===== src/rtl/fejkon_pcie_pkg.sv =====
// Shared types and constants for the fejkon PCIe BAR0 request path.
package fejkon_pcie_pkg;

  localparam int PCIE_TAG_W  = 5;
  localparam int BAR0_ADDR_W = 12;

  typedef struct packed {
    logic                   write;
    logic [BAR0_ADDR_W-1:0] addr;
    logic [31:0]            data;
    logic [PCIE_TAG_W-1:0]  tag;
  } bar_req_t;

  typedef struct packed {
    logic [PCIE_TAG_W-1:0] tag;
    logic [31:0]           data;
  } bar_cpl_t;

  function automatic logic is_misaligned(input logic [1:0] addr_lsb);
    return |addr_lsb;
  endfunction

endpackage


===== src/rtl/fejkon_sync_fifo.sv =====
// Single-clock show-ahead FIFO with full/empty flags and an occupancy count.
module fejkon_sync_fifo #(
  parameter int WIDTH = 8,
  parameter int DEPTH = 32
) (
  input  logic                   clk,
  input  logic                   reset_n,
  input  logic                   push,
  input  logic [WIDTH-1:0]       wdata,
  input  logic                   pop,
  output logic [WIDTH-1:0]       rdata,
  output logic                   full,
  output logic                   empty,
  output logic [$clog2(DEPTH):0] count
);

  localparam int AW = $clog2(DEPTH);
  localparam int CW = AW + 1;

  logic [WIDTH-1:0] mem [DEPTH];
  logic [AW-1:0]    wr_ptr;
  logic [AW-1:0]    rd_ptr;
  logic             do_push;
  logic             do_pop;

  assign full    = (count == CW'(DEPTH));
  assign empty   = (count == '0);
  assign do_push = push && !full;
  assign do_pop  = pop && !empty;
  assign rdata   = mem[rd_ptr];

  // NOTE: storage has no reset; the pointers and count alone define which entries are valid.
  always_ff @(posedge clk) begin
    if (do_push) mem[wr_ptr] <= wdata;
  end

  // NOTE: state uses non-blocking assignments so every flop samples pre-edge values.
  always_ff @(posedge clk or negedge reset_n) begin
    if (!reset_n) begin
      wr_ptr <= '0;
      rd_ptr <= '0;
      count  <= '0;
    end else begin
      if (do_push) wr_ptr <= wr_ptr + 1'b1;
      if (do_pop)  rd_ptr <= rd_ptr + 1'b1;
      count <= count + CW'(do_push) - CW'(do_pop);
    end
  end

endmodule


===== src/rtl/fejkon_pcie_bar_sched.sv =====
// In-order BAR0 request scheduler: pipelined Avalon reads, credit backpressure, UR on misalignment.
// Optional duplicate-tag detection when FEJKON_PCIE_TAG_CHECK_EN is defined.
module fejkon_pcie_bar_sched
  import fejkon_pcie_pkg::*;
#(
  parameter int ADDR_W      = BAR0_ADDR_W,
  parameter int MAX_PENDING = 32,
  parameter int TAG_W       = PCIE_TAG_W
) (
  input  logic              clk,
  input  logic              reset_n,
  input  logic              req_valid,
  output logic              req_ready,
  input  logic              req_write,
  input  logic [ADDR_W-1:0] req_addr,
  input  logic [31:0]       req_data,
  input  logic [TAG_W-1:0]  req_tag,
  output logic [ADDR_W-1:0] avm_address,
  output logic              avm_read,
  output logic              avm_write,
  output logic [31:0]       avm_writedata,
  input  logic              avm_waitrequest,
  input  logic [31:0]       avm_readdata,
  input  logic              avm_readdatavalid,
  output logic              cpl_valid,
  input  logic              cpl_ready,
  output logic [TAG_W-1:0]  cpl_tag,
  output logic [31:0]       cpl_data,
  output logic              cpl_err_ur_p,
  output logic              cpl_err_ur_np,
  output logic [5:0]        pending
);

  localparam int         CNT_W    = $clog2(MAX_PENDING) + 1;
  localparam logic [6:0] PEND_MAX = 7'(MAX_PENDING);

  bar_req_t           slot_q;
  logic               slot_valid;
  logic               misaligned, is_dup, req_fire, load_slot;
  logic               tag_push, tag_pop, tag_full, tag_empty;
  logic [TAG_W-1:0]   tag_head;
  logic [CNT_W-1:0]   tag_count, cpl_count;
  logic               cpl_pop, cpl_full, cpl_empty;
  bar_cpl_t           cpl_in, cpl_head;
  logic [6:0]         pend_sum;
  logic               rdv_block;

  assign misaligned = is_misaligned(req_addr[1:0]);
  assign req_ready  = reset_n && (!slot_valid || !avm_waitrequest)
                      && (req_write || (pend_sum < PEND_MAX));
  assign req_fire   = req_valid && req_ready;
  assign load_slot  = req_fire && !misaligned && !is_dup;

`ifdef FEJKON_PCIE_TAG_CHECK_EN
  logic [2**TAG_W-1:0] tag_busy;
  logic                tag_set;

  // A tag retired by this cycle's completion pop may be reused immediately.
  assign is_dup  = !req_write && !misaligned && tag_busy[req_tag]
                   && !(cpl_pop && (cpl_head.tag == req_tag));
  assign tag_set = req_fire && !req_write && !misaligned && !is_dup;

  always_ff @(posedge clk or negedge reset_n) begin
    if (!reset_n) begin
      tag_busy <= '0;
    end else begin
      if (cpl_pop) tag_busy[cpl_head.tag] <= 1'b0;
      if (tag_set) tag_busy[req_tag] <= 1'b1;
    end
  end
`else
  assign is_dup = 1'b0;
`endif

  always_ff @(posedge clk or negedge reset_n) begin
    if (!reset_n) begin
      slot_valid    <= 1'b0;
      slot_q        <= '0;
      cpl_err_ur_p  <= 1'b0;
      cpl_err_ur_np <= 1'b0;
      rdv_block     <= 1'b1;
    end else begin
      if (load_slot) begin
        slot_valid <= 1'b1;
        slot_q     <= '{write: req_write, addr: req_addr, data: req_data, tag: req_tag};
      end else if (slot_valid && !avm_waitrequest) begin
        slot_valid <= 1'b0;
      end
      cpl_err_ur_p  <= req_fire && req_write && misaligned;
      cpl_err_ur_np <= req_fire && !req_write && (misaligned || is_dup);
      // Read data still in flight from before reset is dropped until new traffic starts.
      if (req_fire) rdv_block <= 1'b0;
    end
  end

  assign avm_read      = slot_valid && !slot_q.write;
  assign avm_write     = slot_valid && slot_q.write;
  assign avm_address   = slot_q.addr;
  assign avm_writedata = slot_q.data;

  assign tag_push = avm_read && !avm_waitrequest && !tag_full;
  assign tag_pop  = avm_readdatavalid && !rdv_block && !tag_empty && !cpl_full;
  assign cpl_in   = '{tag: tag_head, data: avm_readdata};

  fejkon_sync_fifo #(.WIDTH(TAG_W), .DEPTH(MAX_PENDING)) u_tag_fifo (
    .clk(clk), .reset_n(reset_n),
    .push(tag_push), .wdata(slot_q.tag),
    .pop(tag_pop), .rdata(tag_head),
    .full(tag_full), .empty(tag_empty), .count(tag_count)
  );

  fejkon_sync_fifo #(.WIDTH($bits(bar_cpl_t)), .DEPTH(MAX_PENDING)) u_cpl_fifo (
    .clk(clk), .reset_n(reset_n),
    .push(tag_pop), .wdata(cpl_in),
    .pop(cpl_pop), .rdata(cpl_head),
    .full(cpl_full), .empty(cpl_empty), .count(cpl_count)
  );

  assign cpl_valid = !cpl_empty;
  assign cpl_pop   = cpl_valid && cpl_ready;
  assign cpl_tag   = cpl_valid ? cpl_head.tag : '0;
  assign cpl_data  = cpl_valid ? cpl_head.data : '0;

  // Reads held in the slot, awaiting data, or buffered as completions.
  assign pend_sum = 7'(avm_read) + 7'(tag_count) + 7'(cpl_count);

  always_comb begin
    // NOTE: default first so every path assigns pending and no latch is inferred.
    pending = pend_sum[5:0];
    if (pend_sum > PEND_MAX) pending = PEND_MAX[5:0];
  end

  assert property (@(posedge clk) disable iff (!reset_n)
                   !(avm_readdatavalid && !rdv_block && tag_empty))
    else $fatal(1, "avm_readdatavalid with no outstanding read tag");

endmodule


===== config.mk =====
export PLATFORM = sky130hd
export DESIGN_NAME = fejkon_pcie_bar_sched
export DESIGN_NICKNAME = d
export VERILOG_FILES = /design/src/rtl/fejkon_pcie_pkg.sv /design/src/rtl/fejkon_sync_fifo.sv /design/src/rtl/fejkon_pcie_bar_sched.sv
export SDC_FILE = /design/constraint.sdc
export NUM_CORES = 2
export LEC_CHECK = 0
export BUFFER_PORTS_ARGS = -buffer_cell sky130_fd_sc_hd__buf_2
export CORE_ASPECT_RATIO = 0.6
export CORE_MARGIN = 1
export CORE_UTILIZATION = 45
export CTS_CLUSTER_DIAMETER = 50
export DETAILED_ROUTE_END_ITERATION = 7
export SYNTH_ARGS = -nofsm -noshare
export SYNTH_HDL_FRONTEND = slang
export SYNTH_SLANG_ARGS = --single-unit

===== constraint.sdc =====
create_clock -name clk -period 10.6 [get_ports clk]
set_clock_uncertainty 0.05 [all_clocks]
set_input_delay 2.65 -clock clk [delete_from_list [all_inputs] [get_ports clk]]
set_output_delay 2.65 -clock clk [all_outputs]
set_load 0.01 [all_outputs]

==> results by group <==
Clock network
  – Setup repair bufs after CTS: 0
  – CTS max path bufs: 3
  – Clk root buf: clkbuf_16
  – PostCTS Resize Cnt: 0
  – CTS tree: built
  – Hold-fix buffers, CTS: 0
  – # clock sinks: 1430
  – CTS H-Tree Depth: 4
  – Cts bufs inserted: about 140
  – CTS clk-pin slew, worst paths: about 0.06 ns
  – Worst skew pair latency: 0.77 ns

Critical path
  – R2R depth: 8
  – Worst EP required: slightly below 8 ns
  – Worst reg2reg setup slack: 6.58 ns
  – Critical Path Sink Type: primary output
  – CP Capture Point: cpl_data[23]
  – CP startpoint: u_cpl_fifo.rd_ptr[0]$_DFFE_PN0P_
  – CP max FO: ~110
  – Worst reg2reg path endpoint: u_cpl_fifo.mem[21][7]$_DFFE_PP_
  – Worst path arrival time: 4.51 ns
  – CP Class: reg -> out
  – Reg2Reg Launch Point: u_tag_fifo.count[3]$_DFF_PN0_
  – Critical Path Source Type: flop

Detailed routing
  – Drt first pass iters: 5
  – Via density: between 5 and 6
  – Initial DRC Count: roughly 3200
  – Via count: 27756
  – Antenna Violating Nets Remaining: 0
  – WL final: 137000 µm
  – Remaining DRCs: 0
  – Drt wl/cell: approximately 29 µm

Logic synthesis
  – Synth cell types: 51
  – Post-synthesis instance area: roughly 0.056 mm²
  – Share of flip-flops with an asynchronous set or reset: between 6 and 7%
  – Average size of a mapped cell: about 20 µm²
  – Post-synthesis sequential area ratio: between 70% and 80%
  – Post-Synthesis Net Count: ~2900
  – Dominant synthesized flop cell: edfxtp_1
  – Post-Synthesis Cells: 2758
  – Post-synth EDFFs: between 1000 and 1500
  – Synthesis-stage register bit count: between 1000 and 1500
  – Ys Warns: 0

STA
  – Max-slew violation count: 0
  – Max-slew headroom: between 20 and 25%
  – Pin slew with the least headroom to its limit: 1.16 ns
  – RSZ-0062 raised after global routing: false
  – Fmax: around 140 MHz
  – Final hold violations: 0
  – Setup TNS: 0 ns
  – Final period util: between 60% and 70%
  – Final setup viols: 0
  – Crit path time final: between 7 and 8 ns

Floorplanning
  – Starting Density: 45.8%
  – FP Rows: ~100
  – Num ports: ~180
  – Core area: 0.123 mm²
  – Die Wd: around 460 µm
  – Die ar.: around 0.13 mm²
  – Chip height: 276 µm

Final layout
  – Area of the multi-input gates: about 0.013 mm²
  – Fillcell total: around 9600
  – Area grow syn2layout: 12.4%
  – Share of layout cells above drive strength 1: between 20% and 30%
  – Register area: 0.0425 mm²
  – Most common cell after layout, fill and taps aside: edfxtp_1
  – Final instance area: between 0.06 and 0.07 mm²
  – Nets: ~3100
  – Fin util: roughly half
  – Commonest non-fill, non-tap cells in the layout: 1344 x edfxtp_1, 267 x mux4_2, 195 x mux2i_1

Run status
  – Outcome: completed

Power
  – Maximum VDD drop: approximately 200 µV
  – Pleak: ~21 nW
  – Cell Pwr Density: about 280 mW/mm²

Place
  – Placed Area: ~0.059 mm²
  – PortBufs: 180
  – Routability cong.: 0.762
  – Dpl hpwl: between 70000 and 80000 µm

Global route
  – First-pass GRT wire length: between 150000 and 200000 µm
  – Remaining Overflow, GRT: 0
  – Number of global-route vias before repair: 28460
  – Global Route Usage Sum: between 20% and 30%
  – Largest net degree at the start of global routing: approximately 120
  – Initial antenna violation count: 8

Flow run
  – Max-cap viol count: 0

Worst hold path
  – Type of the worst min-delay path: reg -> reg
  – Min-delay src: avm_writedata[7]$_DFFE_PN0P_
[worst max-delay path, stage by stage (launching register included)]
cell     delay, ns
dfrtp_4       0.72
buf_4         0.60
buf_12        0.68
mux4_2        0.60
mux2_2        0.28
a21oi_1       0.17
nand2_1       0.07
and3_1        0.23
buf_2         0.16
[how the worst min path moves through the flow]
stage,end,cells after the start,slack [ns]
2_1_floorplan,avm_address[11]$_DFFE_PN0P_,1,0.41
3_3_place_gp,avm_address[11]$_DFFE_PN0P_,1,0.41
3_5_place_dp,avm_writedata[7]$_DFFE_PN0P_,1,0.42
4_1_cts,avm_writedata[7]$_DFFE_PN0P_,1,0.43
5_1_grt,avm_writedata[10]$_DFFE_PN0P_,1,0.45
6_report,avm_writedata[7]$_DFFE_PN0P_,1,0.43
[sequential cells by signal (all words and copies together) (netlist names)]
register	flops
u_cpl_fifo.rd_ptr	5
u_cpl_fifo.wr_ptr	5
u_cpl_fifo.count	6
u_tag_fifo.rd_ptr	5
u_tag_fifo.count	6
avm_address	12
cpl_err_ur_np	1
avm_writedata	32
u_cpl_fifo.mem	1184
u_tag_fifo.mem	160
rdv_block	1
slot_valid	1
cpl_err_ur_p	1
u_tag_fifo.wr_ptr	5
slot_q	6
[Yosys cell counts, types with 42 or more instances]
library cell  count  share of area [%]
mux2i_1         195                3.5
clkbuf_1         71               0.47
nor2_1           84               0.56
edfxtp_1       1344                 72
mux4_2          267                 11
buf_4            55               0.74
dfrtp_1          85                3.8
buf_2            42               0.37
a21oi_1          77               0.69
mux2_2           69                1.4
nand2_1          64               0.43
o21ai_0          42               0.37
[power breakdown]
group          switching [W]  leakage (nW)  internal, W  total [W]
Sequential          0.000380          13.2      0.00695    0.00733
Clock                0.00213          2.13      0.00268    0.00481
Combinational        0.00308          5.63      0.00214    0.00522
[metrics by stage]
| stage | worst slack (ns) | power (W) | cells | hold WS (ns) |
|---|---|---|---|---|
| 4_1_cts | 3.28 | 0.0175 | 4663 | 0.433 |
| 2_1_floorplan | 4.90 | 0.0110 | 2758 | 0.409 |
| 3_5_place_dp | 4.10 | 0.0127 | 4416 | 0.419 |
| 6_report | 3.39 | 0.0174 | 4667 | 0.429 |
| 5_1_grt | 3.12 | 0.0181 | 4666 | 0.448 |
| 3_3_place_gp | 4.11 | 0.0126 | 4416 | 0.414 |
[layer usage]
metal	vias up	part of all wire [%]	track usage [%]
li1	11612	-	-
met1	14882	45	32.8
met2	1101	45	32.9
met3	157	8.0	4.78
met4	4	1.6	5.70
met5	-	0.012	0
[cell families (layout without fill, tap and decap cells)]
logic type	count (synthesis)	count (layout)	share of synthesized area (%)
xor gates and xnor gates	24	24	0.375
muxes	548	548	15.9
and+or+nand+nor	222	222	1.84
adders and majority gates	37	37	0.878
buffers and inverters	229	518	2.21
AOI/OAI and AO/OA	268	268	3.04
other	0	4	0
DFF	1430	1430	75.7
[final cells by class]
cell class | count | area share (%)
Antenna cell | 4 | 0.0159
Clock buffer | 159 | 5.58
Clock inverter | 88 | 1.36
Inverter | 33 | 0.196
Multi-Input combinational cell | 1099 | 20.1
Sequential cell | 1430 | 67.4
Tap cell | 1616 | 3.21
Timing Repair Buffer | 238 | 2.16
(Power assumes the default switching activity.)
